### src/rtl/dbus_pkg.sv
// Shared constants for the data-bus responder: MMIO window base,
// register offsets and TXSTAT field layout.
package dbus_pkg;

  localparam logic [15:0] MMIO_BASE  = 16'hFFFF;

  localparam logic [15:0] OFF_CYCLE  = 16'h0000;
  localparam logic [15:0] OFF_LED    = 16'h0004;
  localparam logic [15:0] OFF_TXDATA = 16'h0008;
  localparam logic [15:0] OFF_TXSTAT = 16'h000C;

  localparam int TXSTAT_OVF_BIT = 31;
  localparam int TXSTAT_CNT_LSB = 0;

  function automatic logic is_mmio(input logic [31:0] addr);
    return addr[31:16] == MMIO_BASE;
  endfunction

endpackage

### src/rtl/dbus_responder_tx_fifo.sv
// Byte queue for console TX: push/pop with full/empty/count/head.
// Ports: clk, reset, push, pop, din in; head, full, empty, count out.
module tx_fifo #(
  parameter int WIDTH = 8,
  parameter int DEPTH = 8
) (
  input  logic                       clk,
  input  logic                       reset,
  input  logic                       push,
  input  logic                       pop,
  input  logic [WIDTH-1:0]           din,
  output logic [WIDTH-1:0]           head,
  output logic                       full,
  output logic                       empty,
  output logic [$clog2(DEPTH):0]     count
);

  localparam int PW = $clog2(DEPTH);

  logic [WIDTH-1:0] mem [DEPTH];
  logic [PW-1:0]    wp;
  logic [PW-1:0]    rp;
  logic [PW:0]      cnt;
  logic             do_push;
  logic             do_pop;

  assign full  = cnt == (PW+1)'(DEPTH);
  assign empty = cnt == '0;
  assign count = cnt;
  assign head  = mem[rp];

  assign do_pop  = pop & ~empty;
  // A pop frees the slot this same edge, so a full queue still accepts.
  assign do_push = push & (~full | do_pop);

  always_ff @(posedge clk) begin
    if (reset) begin
      wp  <= '0;
      rp  <= '0;
      cnt <= '0;
    end else begin
      if (do_push) wp <= wp + 1'b1;
      if (do_pop)  rp <= rp + 1'b1;
      case ({do_push, do_pop})
        2'b10:   cnt <= cnt + 1'b1;
        2'b01:   cnt <= cnt - 1'b1;
        default: cnt <= cnt;
      endcase
    end
  end

  always_ff @(posedge clk) begin
    if (!reset && do_push) mem[wp] <= din;
  end

endmodule

### src/rtl/dbus_responder.sv
// Data-bus responder: word RAM plus MMIO (cycle counter, LED, TX queue).
// Ports: core data port in/out, led, tx_valid/tx_data/tx_ready console.
import dbus_pkg::*;

module dbus_responder #(
  parameter int RAM_WORDS  = 64,
  parameter int FIFO_DEPTH = 8
) (
  input  logic        clk,
  input  logic        reset,
  input  logic        memwrite,
  input  logic [31:0] memaddr,
  input  logic [31:0] memwritedata,
  output logic [31:0] memreaddata,
  output logic [15:0] led,
  output logic        tx_valid,
  output logic [7:0]  tx_data,
  input  logic        tx_ready
);

  localparam int AW = $clog2(RAM_WORDS);
  localparam int CW = $clog2(FIFO_DEPTH) + 1;

  logic [31:0]   ram [RAM_WORDS];
  logic [31:0]   cycle;
  logic          ovf;
  logic          mmio;
  logic [15:0]   off;
  logic [AW-1:0] widx;
  logic          wr_mmio;
  logic          wr_led;
  logic          wr_tx;
  logic          wr_stat;
  logic          pop;
  logic          full;
  logic          empty;
  logic [CW-1:0] count;
  logic [31:0]   txstat;

  assign mmio = is_mmio(memaddr);
  assign off  = memaddr[15:0];
  assign widx = memaddr[AW+1:2];

  // MMIO stores are dropped while reset is held; RAM stores are not.
  assign wr_mmio = memwrite & mmio & ~reset;
  assign wr_led  = wr_mmio & (off == OFF_LED);
  assign wr_tx   = wr_mmio & (off == OFF_TXDATA);
  assign wr_stat = wr_mmio & (off == OFF_TXSTAT);

  assign tx_valid = ~empty;
  assign pop      = tx_valid & tx_ready;

  tx_fifo #(
    .WIDTH (8),
    .DEPTH (FIFO_DEPTH)
  ) u_fifo (
    .clk   (clk),
    .reset (reset),
    .push  (wr_tx),
    .pop   (pop),
    .din   (memwritedata[7:0]),
    .head  (tx_data),
    .full  (full),
    .empty (empty),
    .count (count)
  );

  always_ff @(posedge clk) begin
    if (memwrite && !mmio) ram[widx] <= memwritedata;
  end

  always_ff @(posedge clk) begin
    if (reset) begin
      cycle <= '0;
      led   <= '0;
      ovf   <= 1'b0;
    end else begin
      cycle <= cycle + 1'b1;
      if (wr_led) led <= memwritedata[15:0];
      // Dropped push outranks a clear in the same cycle.
      if (wr_tx && full && !pop) ovf <= 1'b1;
      else if (wr_stat)          ovf <= 1'b0;
    end
  end

  always_comb begin
    txstat = '0;
    txstat[TXSTAT_OVF_BIT] = ovf;
    txstat[TXSTAT_CNT_LSB +: CW] = count;
  end

  always_comb begin
    memreaddata = '0;
    if (mmio) begin
      unique case (off)
        OFF_CYCLE:  memreaddata = cycle;
        OFF_LED:    memreaddata = {16'b0, led};
        OFF_TXSTAT: memreaddata = txstat;
        default:    memreaddata = '0;
      endcase
    end else begin
      memreaddata = ram[widx];
    end
  end

endmodule
### config.mk
export PLATFORM = sky130hd
export DESIGN_NAME = dbus_responder
export DESIGN_NICKNAME = d
export VERILOG_FILES = /design/src/rtl/dbus_pkg.sv /design/src/rtl/dbus_responder_tx_fifo.sv /design/src/rtl/dbus_responder.sv
export SDC_FILE = /design/constraint.sdc
export NUM_CORES = 2
export LEC_CHECK = 0
export BUFFER_PORTS_ARGS = -buffer_cell sky130_fd_sc_hd__buf_2
export CORE_UTILIZATION = 45
export CTS_CLUSTER_DIAMETER = 150
export DETAILED_ROUTE_END_ITERATION = 7
export PLACE_DENSITY_LB_ADDON = 0.12
export SLEW_MARGIN = 20
export SYNTH_ARGS = -nofsm -noshare
export SYNTH_HDL_FRONTEND = slang
export SYNTH_SLANG_ARGS = --single-unit
export TNS_END_PERCENT = 20
### constraint.sdc
create_clock -name clk -period 5.3 [get_ports clk]
set_input_delay 0.265 -clock clk [delete_from_list [all_inputs] [get_ports clk]]
set_output_delay 0.265 -clock clk [all_outputs]
set_load 0.05 [all_outputs]
==> out/qor.yml <==
final-setup-viol-count: 0
grt_overflow: 0
grt_max_degree: 77
num_vias: 44500
startpoint_type: "input port"
drc: 0
htree_levels: 4
hold_viol_final: 0
hold_depth: 3
grt_first_pass_wirelength_um: 367000
cts_tree: "done"
vdd_drop_max_v: 0.000251
synth_edf_count: 2112
netlist_instances: 4003
r2r_start: "u_fifo.count[0]"
path_max_fanout: 55
syn_nets: 4077
min-delay-path-class: "input port to flop"
yosysWarnings: 0
io_pins: 125
initial_core_util_pct: 45.5
p_leak_nw: 30.6
maxCapViolCount: 0
power.density_nw_per_um2: 374
cts_num_sinks: 2174
status: "finished clean"
dr.first_iter.drc_count: 6375
yosysSeqAreaShare_pct: 77.2
cts_root_buf: "clkbuf_16"
die_y_um: 433
fp.dieW_um: 433
reg2reg_depth: 11
cts_buffer_depth: 3
hold_path_end: "u_fifo.count[3]"
worst_pin_slew_ns: 1.23
hpwlAfterDp_um: 163000
antenna_found_initial: 17
cts.clk_slew.worst_paths_ns: 0.06
required_ns: 5.04
avgRoutedWirePerCell_um: 38.2
drt.antenna.violating_nets: 0
worst-setup-path-type: "input port to output pin"
drtPass1Iterations: 5
area_delta_synth_final_pct: 15.0
worst_ep_arrival_time_ns: 4.46
setup-tns-final_ns: 0
fmax_mhz: 212
fin_skew_ns: 0.0243
reg2reg_slack_ns: 2.47
portBuffers: 124
grt_pass1_vias: 43200
synth_area_um2: 83700
rsz0062_at_grt: "false"
drive_above_1_share_pct: 27.3
fin_crit_sh_pct: 89.2
hold_start: "reset"
ys.flop_type: "edfxtp_1"
cts_buffers: 222
reg2reg_to: "u_fifo.count[3]"
grt_usage_pct: 28.8
synth_cell_types: 63
power_mw: 36.1
core_um2: 184000
clk_latency_ns: 0.86
fin_nets: 4452
ys_ff_latch: 2174
wl_um: 269000
viasPerCell: 6.34
gpl.final_weighted_congestion: 0.869
relSlewSlack_pct: 17.5
drv_slew: 0
synth-async-reset-ratio_pct: 0
synth_area_per_cell_um2: 20.9
fillCellCount: 14500
dieArea_um2: 188000
final.min_clock_period_ns: 4.73
num_rows: 157
cp-end-kind: "output pin"
[worst max-delay path by stage]
stage          slack (ns)  startpoint             end  cells after the start
2_1_floorplan        1.56  memaddr[3]      ram[13][0]                      9
3_3_place_gp         0.67  memaddr[3]  memreaddata[7]                      9
3_5_place_dp         0.69  memaddr[3]  memreaddata[7]                      9
4_1_cts              0.68  memaddr[3]  memreaddata[7]                      9
5_1_grt              0.59  memaddr[3]  memreaddata[7]                      9
6_report             0.57  memaddr[3]  memreaddata[7]                      9
[layout by cell type, fill, tap and decap left out, drive strengths merged, types with 9 or more instances in the layout]
master / count
edfxtp: 2112
mux4: 473
buf: 366
clkbuf: 276
mux2i: 186
nor2: 174
nand2: 134
a21oi: 103
clkinv: 99
a22oi: 98
dfxtp: 62
nand3: 58
o21ai: 36
nor3: 30
o22ai: 29
mux2: 27
nand4: 25
a31oi: 22
a221oi: 21
inv: 21
xor2: 18
a22o: 16
bufinv: 12
nor4: 12
xnor2: 11
nor2b: 11
or3: 10
dlygate4sd3: 9
clkinvlp: 9
[logic make-up (layout without fill, tap and decap cells)]
family,count (synthesis),count (layout),synth area share (%)
flip-flops,2174,2174,77.2
XOR/XNOR,29,29,0.303
AND/OR/NAND/NOR,489,489,2.63
other,0,5,0
multiplexers,686,686,15.3
adder cells (fa/ha/maj),6,6,0.0986
AO/OA/AOI/OAI,382,382,3.07
buffers and inverters,237,792,1.36
[through the flow]
stage	cell area [um2]	setup WS [ns]	utilization [%]	hold slack (ns)	cells
2_1_floorplan	83700	1.56	-	0.364	4003
3_3_place_gp	89300	0.674	48.6	0.468	6609
3_5_place_dp	89300	0.689	48.6	0.482	6609
4_1_cts	96300	0.676	52.3	0.0121	7019
5_1_grt	96300	0.589	52.4	0.0622	7023
6_report	96300	0.572	52.4	0.0582	7027
[layout make-up]
class | count | area, um2 | share of cell area, %
inverters | 13 | 51.3 | 0.0533
multi-input cells | 1592 | 18500 | 19.2
clock buffers | 276 | 5800 | 6.02
clock inverters | 128 | 1070 | 1.11
well taps | 2464 | 3080 | 3.20
flip-flops and latches | 2174 | 64700 | 67.1
diodes | 5 | 12.5 | 0.0130
repair buffers | 375 | 3130 | 3.25
[cell usage after synthesis (3+ instances only)]
cell type  number  area, um2
o221ai_1        6       52.6
mux4_2        473      10700
dfxtp_1        62       1240
o311ai_0        3       26.3
nor4_1         12       75.1
buf_2          90        450
nand2_1       134        503
clkbuf_1       85        319
o21ai_0        35        175
edfxtp_1     2112      63400
nand3_1        58        290
or3_1          10       62.6
or4_1           3       22.5
a21oi_1       103        515
a211oi_1        7       52.6
xnor2_1        11       96.3
buf_4          30        225
buf_6           3       33.8
nor2_1        174        653
nor3_1         30        150
mux2_2         27        304
a22o_1         16        140
xor2_1         18        158
nand4_1        25        156
a32oi_1         7       61.3
a22oi_1        98        736
nor3b_1         4       30.0
and2_1          4       25.0
a221oi_1       21        184
ha_1            5       62.6
inv_1          13       48.8
o211ai_1        8       60.1
and3_1          8       50.1
o31ai_1         3       22.5
a41o_1          3       30.0
mux2i_1       186       1860
o22ai_1        29        181
buf_1          16       60.1
nor2b_1        11       68.8
nand2b_1        6       37.5
a31oi_1        22        138
[power breakdown]
group	switching [mW]	internal [mW]
clock	6.66	8.33
sequential	0.0280	19.0
combinational	1.45	0.631
total	8.14	27.9
[registers in the layout, indices dropped and copies added, names as in the netlist, named ones only]
| register | cells |
|---|---|
| u_fifo.wp | 3 |
| u_fifo.rp | 3 |
| ovf | 1 |
| ram | 2048 |
| led | 16 |
| cycle | 32 |
| u_fifo.count | 4 |
| u_fifo.mem | 64 |
[worst max-delay path, stage by stage]
cell,delay (ns)
buf_8,0.50
buf_12,0.40
buf_4,0.38
mux4_2,0.56
nand3_1,0.10
nand3_1,0.40
nor3_1,0.94
a31oi_1,0.44
buf_2,0.34
[what timing repair did]
item | in CTS | in global routing
gates resized for setup | 0 | 0
hold endpoints to repair | 166 | 121
hold buffers | 6 | 3
setup buffers | 0 | 0
[per-layer routing]
layer / global-route usage, % / wire [um] / vias up
met5: 0 / 60 / -
met4: 8.13 / 7490 / 8
met3: 5.38 / 24400 / 380
met2: 44.9 / 126000 / 2418
met1: 41.7 / 110000 / 24200
li1: - / - / 17500
Power figures use the tool's default switching activity.
